**src/rtl/counter_pkg.sv**
```systemverilog
// Mode encodings and default sizing shared by the up/down counter and its wrap-event counter.
// Constants only: no logic, no latency, no flow control.
package counter_pkg;
   localparam logic [1:0] MODE_UP1    = 2'b00;
   localparam logic [1:0] MODE_DN1    = 2'b01;
   localparam logic [1:0] MODE_DNSTEP = 2'b10;
   localparam logic [1:0] MODE_LOAD   = 2'b11;

   localparam int DEF_WIDTH  = 4;
   localparam int DEF_STEP   = 3;
   localparam int DEF_WRAP_W = 8;
endpackage

```
**src/rtl/wrap_event_counter.sv**
```systemverilog
// Saturating event counter with synchronous clear; 1-cycle latency, always accepts inc.
// Clear wins over increment; holds at all-ones once full.
module wrap_event_counter #(
   parameter int WRAP_W = 8
) (
   input  logic              clk,
   input  logic              reset_L,
   input  logic              clr,
   input  logic              inc,
   output logic [WRAP_W-1:0] cnt
);
   logic [WRAP_W-1:0] r_cnt;
   logic              w_full;

   assign w_full = &r_cnt;

   always_ff @(posedge clk or negedge reset_L) begin
      if (!reset_L) begin
         r_cnt <= '0;
      end else if (clr) begin
         r_cnt <= '0;
      end else if (inc && !w_full) begin
         r_cnt <= r_cnt + 1'b1;
      end
   end

   assign cnt = r_cnt;
endmodule

```
**src/rtl/param_updown_counter.sv**
```systemverilog
// WIDTH-bit up/down/step/load counter with registered wrap pulse and wrap count; 1-cycle latency, no backpressure.
// Define COUNTER_SAT_EN to clamp at the range ends instead of wrapping.
module param_updown_counter
   import counter_pkg::*;
#(
   parameter int WIDTH  = DEF_WIDTH,
   parameter int STEP   = DEF_STEP,
   parameter int WRAP_W = DEF_WRAP_W
) (
   input  logic              clk,
   input  logic              reset_L,
   input  logic              enable,
   input  logic [1:0]        modo,
   input  logic [WIDTH-1:0]  D,
   output logic [WIDTH-1:0]  Q,
   output logic              rco,
   output logic [WRAP_W-1:0] wrap_cnt
);
   localparam logic [WIDTH:0] ONE_EXT  = (WIDTH+1)'(1);
   localparam logic [WIDTH:0] STEP_EXT = (WIDTH+1)'(STEP);

   logic [WIDTH-1:0] r_q;
   logic             r_rco;
   logic [WIDTH:0]   w_sum;
   logic             w_wrap;
   logic [WIDTH-1:0] w_q_nxt;
   logic             w_clr;
   logic             w_inc;

   // The extra top bit carries out of an increment or borrows out of a decrement: that is the wrap flag.
   always_comb begin
      w_sum = '0;
      unique case (modo)
         MODE_UP1:    w_sum = {1'b0, r_q} + ONE_EXT;
         MODE_DN1:    w_sum = {1'b0, r_q} - ONE_EXT;
         MODE_DNSTEP: w_sum = {1'b0, r_q} - STEP_EXT;
         default:     w_sum = {1'b0, D};
      endcase
      w_wrap  = w_sum[WIDTH];
      w_q_nxt = w_sum[WIDTH-1:0];
`ifdef COUNTER_SAT_EN
      if (w_wrap) begin
         if (modo == MODE_DNSTEP) w_q_nxt = '0;
         else                     w_q_nxt = r_q;
      end
`endif
   end

   assign w_clr = !enable || (modo == MODE_LOAD);
   assign w_inc = enable && w_wrap;

   always_ff @(posedge clk or negedge reset_L) begin
      if (!reset_L) begin
         r_q   <= '0;
         r_rco <= 1'b0;
      end else if (!enable) begin
         r_q   <= '0;
         r_rco <= 1'b0;
      end else begin
         r_q   <= w_q_nxt;
         r_rco <= w_wrap;
      end
   end

   wrap_event_counter #(
      .WRAP_W (WRAP_W)
   ) u_wrap_cnt (
      .clk     (clk),
      .reset_L (reset_L),
      .clr     (w_clr),
      .inc     (w_inc),
      .cnt     (wrap_cnt)
   );

   assign Q   = r_q;
   assign rco = r_rco;
endmodule

```
**config.mk**
```make
export PLATFORM = sky130hd
export DESIGN_NAME = param_updown_counter
export DESIGN_NICKNAME = d
export VERILOG_FILES = /design/src/rtl/counter_pkg.sv /design/src/rtl/wrap_event_counter.sv /design/src/rtl/param_updown_counter.sv
export SDC_FILE = /design/constraint.sdc
export NUM_CORES = 1
export LEC_CHECK = 0
export CAP_MARGIN = 40
export CORE_ASPECT_RATIO = 0.9
export CORE_UTILIZATION = 50
export DETAILED_ROUTE_END_ITERATION = 12
export PLACE_DENSITY = 0.8
export SYNTH_ARGS = -nofsm -noshare
export SYNTH_HDL_FRONTEND = slang
export SYNTH_SLANG_ARGS = --single-unit
```
**constraint.sdc**
```tcl
create_clock -name clk -period 5.3 [get_ports clk]
set_clock_uncertainty 0.05 [all_clocks]
set_input_delay 1.06 -clock clk [delete_from_list [all_inputs] [get_ports clk]]
set_output_delay 1.06 -clock clk [all_outputs]
set_load 0.01 [all_outputs]
```
==> flow_metrics.env <==
export IMPL_rows=13
export IMPL_fin_cells=129
export IMPL_clockRootBuffer="clkbuf_4"
export IMPL_hold_end="u_wrap_cnt.cnt[6]$_DFFE_PN0P_"
export IMPL_crit_slowest_cell="or4b_1"
export IMPL_first_global_vias=657
export IMPL_finalCritPeriodShare_pct=64.5
export IMPL_hold_viol=0
export IMPL_antenna_found_initial=0
export IMPL_clock_path_buffers=2
export IMPL_syn_num_nets=100
export IMPL_num_vias=674
export IMPL_fmax_ghz=0.293
export IMPL_yosys_area_top_type="dfrtp_1"
export IMPL_multi_input_area_um2=470
export IMPL_startpoint_type="input port"
export IMPL_arrival_ns=3.53
export IMPL_period_needed_ns=3.42
export IMPL_ys_seq_area_share_pct=39.6
export IMPL_hold_ws_ns=0.550
export IMPL_maxCapViolations=0
export IMPL_reg2reg_setup_slack_ns=3.08
export IMPL_final_nets=124
export IMPL_drc=0
export IMPL_rr_startpoint="Q[0]$_DFF_PN0_"
export IMPL_hold_start="u_wrap_cnt.cnt[6]$_DFFE_PN0P_"
export IMPL_cts_setup_buffers=0
export IMPL_drv_slew=0
export IMPL_cts_tree="built"
export IMPL_vias_per_cell=5.22
export IMPL_drt_pass1_iterations=4
export IMPL_ir_worst_vdd_uv=182
export IMPL_r2r_end="u_wrap_cnt.cnt[6]$_DFFE_PN0P_"
export IMPL_grt_pass1_wl_um=2950
export IMPL_gp_congestion=0.771
export IMPL_drive_gt1_share_pct=11.2
export IMPL_fillers=125
export IMPL_netlist_area_leader_share_pct=39.6
export IMPL_path_max_fanout=6
export IMPL_htree_levels=1
export IMPL_cts_clk_slew_worst_paths_ns=0.07
export IMPL_post_dp_hpwl_um=1310
export IMPL_ant_nets=0
export IMPL_hold_depth=1
export IMPL_p_leak_uw=0.000494
export IMPL_drt_iter0_drc=17
export IMPL_cts_resized_gates=0
export IMPL_synth_cell_types=34
export IMPL_io_pins=22
export IMPL_finalSetupViolations=0
export IMPL_grt_use_total_pct=23.9
export IMPL_core_um2=1500
export IMPL_port_buffers=21
export IMPL_crit_type="input port to flip-flop"
export IMPL_worstMarginPinSlew_ns=0.567
export IMPL_syn_area_um2=821
export IMPL_drt_wirelength_per_cell_um=13.6
export IMPL_slew_headroom_pct=62.1
export IMPL_power_density_nw_per_um2=262
export IMPL_clk_latency_ns=0.28
export IMPL_area_growth_pct=30.6
export IMPL_worstPathCellList="clkdlybuf4s50_1, inv_1, ha_1, inv_1, ha_1, a21o_2, a21oi_2, xnor2_1, or4b_1, o211a_1"
export IMPL_die_y_um=40.4
export IMPL_n_antenna_cell=0
export IMPL_rsz0062_at_grt="no"
export IMPL_finalSetupTns_ns=0
export IMPL_outcome="complete, no violations"
export IMPL_dp_cells=125
export IMPL_synthTopCellsByArea="dfrtp_1, ha_1, xnor2_1"
export IMPL_regArea_um2=325
export IMPL_hold_path_class="flip-flop to flip-flop"
export IMPL_dieArea_um2=1810
export IMPL_yosysWarnings=0
export IMPL_dieWidth_um=44.7
export IMPL_cts_made_buffers=3
export IMPL_max_stage_delay_ns=0.52
export IMPL_rr_worst_depth=6
export IMPL_ys_seq_elements=13
export IMPL_syn_avg_cell_area_um2=9.77
export IMPL_cp_data_required_time_ns=5.42
export IMPL_syn_inst=84
export IMPL_drt_wl_total_um=1760
export IMPL_clkSinkCount=13
export IMPL_endpoint_kind="flip-flop"
export IMPL_fin_util_pct=71.7
export IMPL_grt_overflow_total=0
export IMPL_start_util_pct=54.8
export IMPL_ctsHoldBuffers=0
export IMPL_grt_max_degree=14
worst max path at each step:
stage / start / endpoint / slack [ns] / depth (start not counted)
6_report: modo[1] / u_wrap_cnt.cnt[6]$_DFFE_PN0P_ / 1.88 / 10
3_5_place_dp: modo[1] / u_wrap_cnt.cnt[6]$_DFFE_PN0P_ / 1.62 / 10
4_1_cts: modo[1] / u_wrap_cnt.cnt[6]$_DFFE_PN0P_ / 1.89 / 10
3_3_place_gp: modo[1] / u_wrap_cnt.cnt[6]$_DFFE_PN0P_ / 1.69 / 10
2_1_floorplan: modo[1] / u_wrap_cnt.cnt[6]$_DFFE_PN0P_ / 2.25 / 9
5_1_grt: modo[1] / u_wrap_cnt.cnt[6]$_DFFE_PN0P_ / 1.79 / 10
cells by family (layout without fill, tap and decap cells):
kind of cell / count (synthesis) / after routing / share of synthesized area (%)
DFF: 13 / 13 / 39.6
buffers and inverters: 5 / 28 / 3.05
adders and majority gates: 7 / 7 / 11.6
AOI/OAI and AO/OA: 16 / 16 / 14.0
xor gates and xnor gates: 6 / 6 / 6.40
muxes: 2 / 2 / 2.44
and+or+nand+nor: 35 / 35 / 22.9
report_power, final:
group          total (uW)  switching [uW]  internal, uW
registers             116            8.11           108
logic                 104            51.7          52.2
clock network        61.0            32.9          28.0
Yosys cell counts:
cell and count:
nand3_1 3, and2_1 2, dfrtp_1 13, nor2_2 1
o211a_1 1, nand2_1 5, o211ai_1 1, a21oi_1 3
xnor2_1 5, mux2i_1 2, a21o_1 1, a21oi_2 1
a31oi_1 1, and3_1 1, fa_1 1, and2b_2 1
clkbuf_1 1, nor3_1 2, nand2b_1 3, o2bb2ai_1 1
inv_1 3, xor2_1 1, or4b_1 1, and2_2 1
a21o_2 1, or3b_2 1, nor2_1 9, a41o_1 1
a31o_2 2, nor2b_1 3, ha_1 6, nand4_1 2
o21ai_0 3, clkdlybuf4s25_1 1
layout by cell type, fill, tap and decap left out, drive strengths merged, types with 4 or more instances in the layout:
cell / count
clkdlybuf4s50: 21
dfrtp: 13
nor2: 10
ha: 6
xnor2: 5
nand2: 5
a21oi: 4
layout make-up:
| type | instances | area share [%] |
|---|---|---|
| sequential | 13 | 30.3 |
| inverter | 3 | 1.05 |
| multi-input combinational | 66 | 43.9 |
| clock buffer | 3 | 2.10 |
| clock inverter | 1 | 0.467 |
| tap | 22 | 2.57 |
| timing repair buffer | 21 | 19.6 |
registers in the layout (all words and copies together), names as in the netlist:
| name | flops |
|---|---|
| Q | 4 |
| u_wrap_cnt.cnt | 8 |
| rco | 1 |
through the flow:
| step | total power [uW] | worst slack (ns) | instance area [um^2] |
|---|---|---|---|
| global placement | 217 | 1.69 | 1040 |
| floorplan | 182 | 2.25 | 821 |
| finish | 281 | 1.88 | 1070 |
| global route | 302 | 1.79 | 1070 |
| detailed placement | 221 | 1.62 | 1040 |
| CTS | 284 | 1.89 | 1070 |
metal layers:
metal / wire length [um] / share of wire (%) / track usage (%)
met1: 779 / 44 / 30.0
met2: 870 / 50 / 39.3
met3: 95 / 5.4 / 8.11
met4: 11 / 0.63 / 6.82
met5: 0 / 0 / 0
worst max-delay path: cells and delay by family:
kind	cells	cell delay, ns
adders and majority gates	2	0.68
buffers and inverters	3	0.63
AOI/OAI and AO/OA	3	0.53
and+or+nand+nor	1	0.52
xor gates and xnor gates	1	0.10
Note: power is estimated with default switching activity, not from simulation.
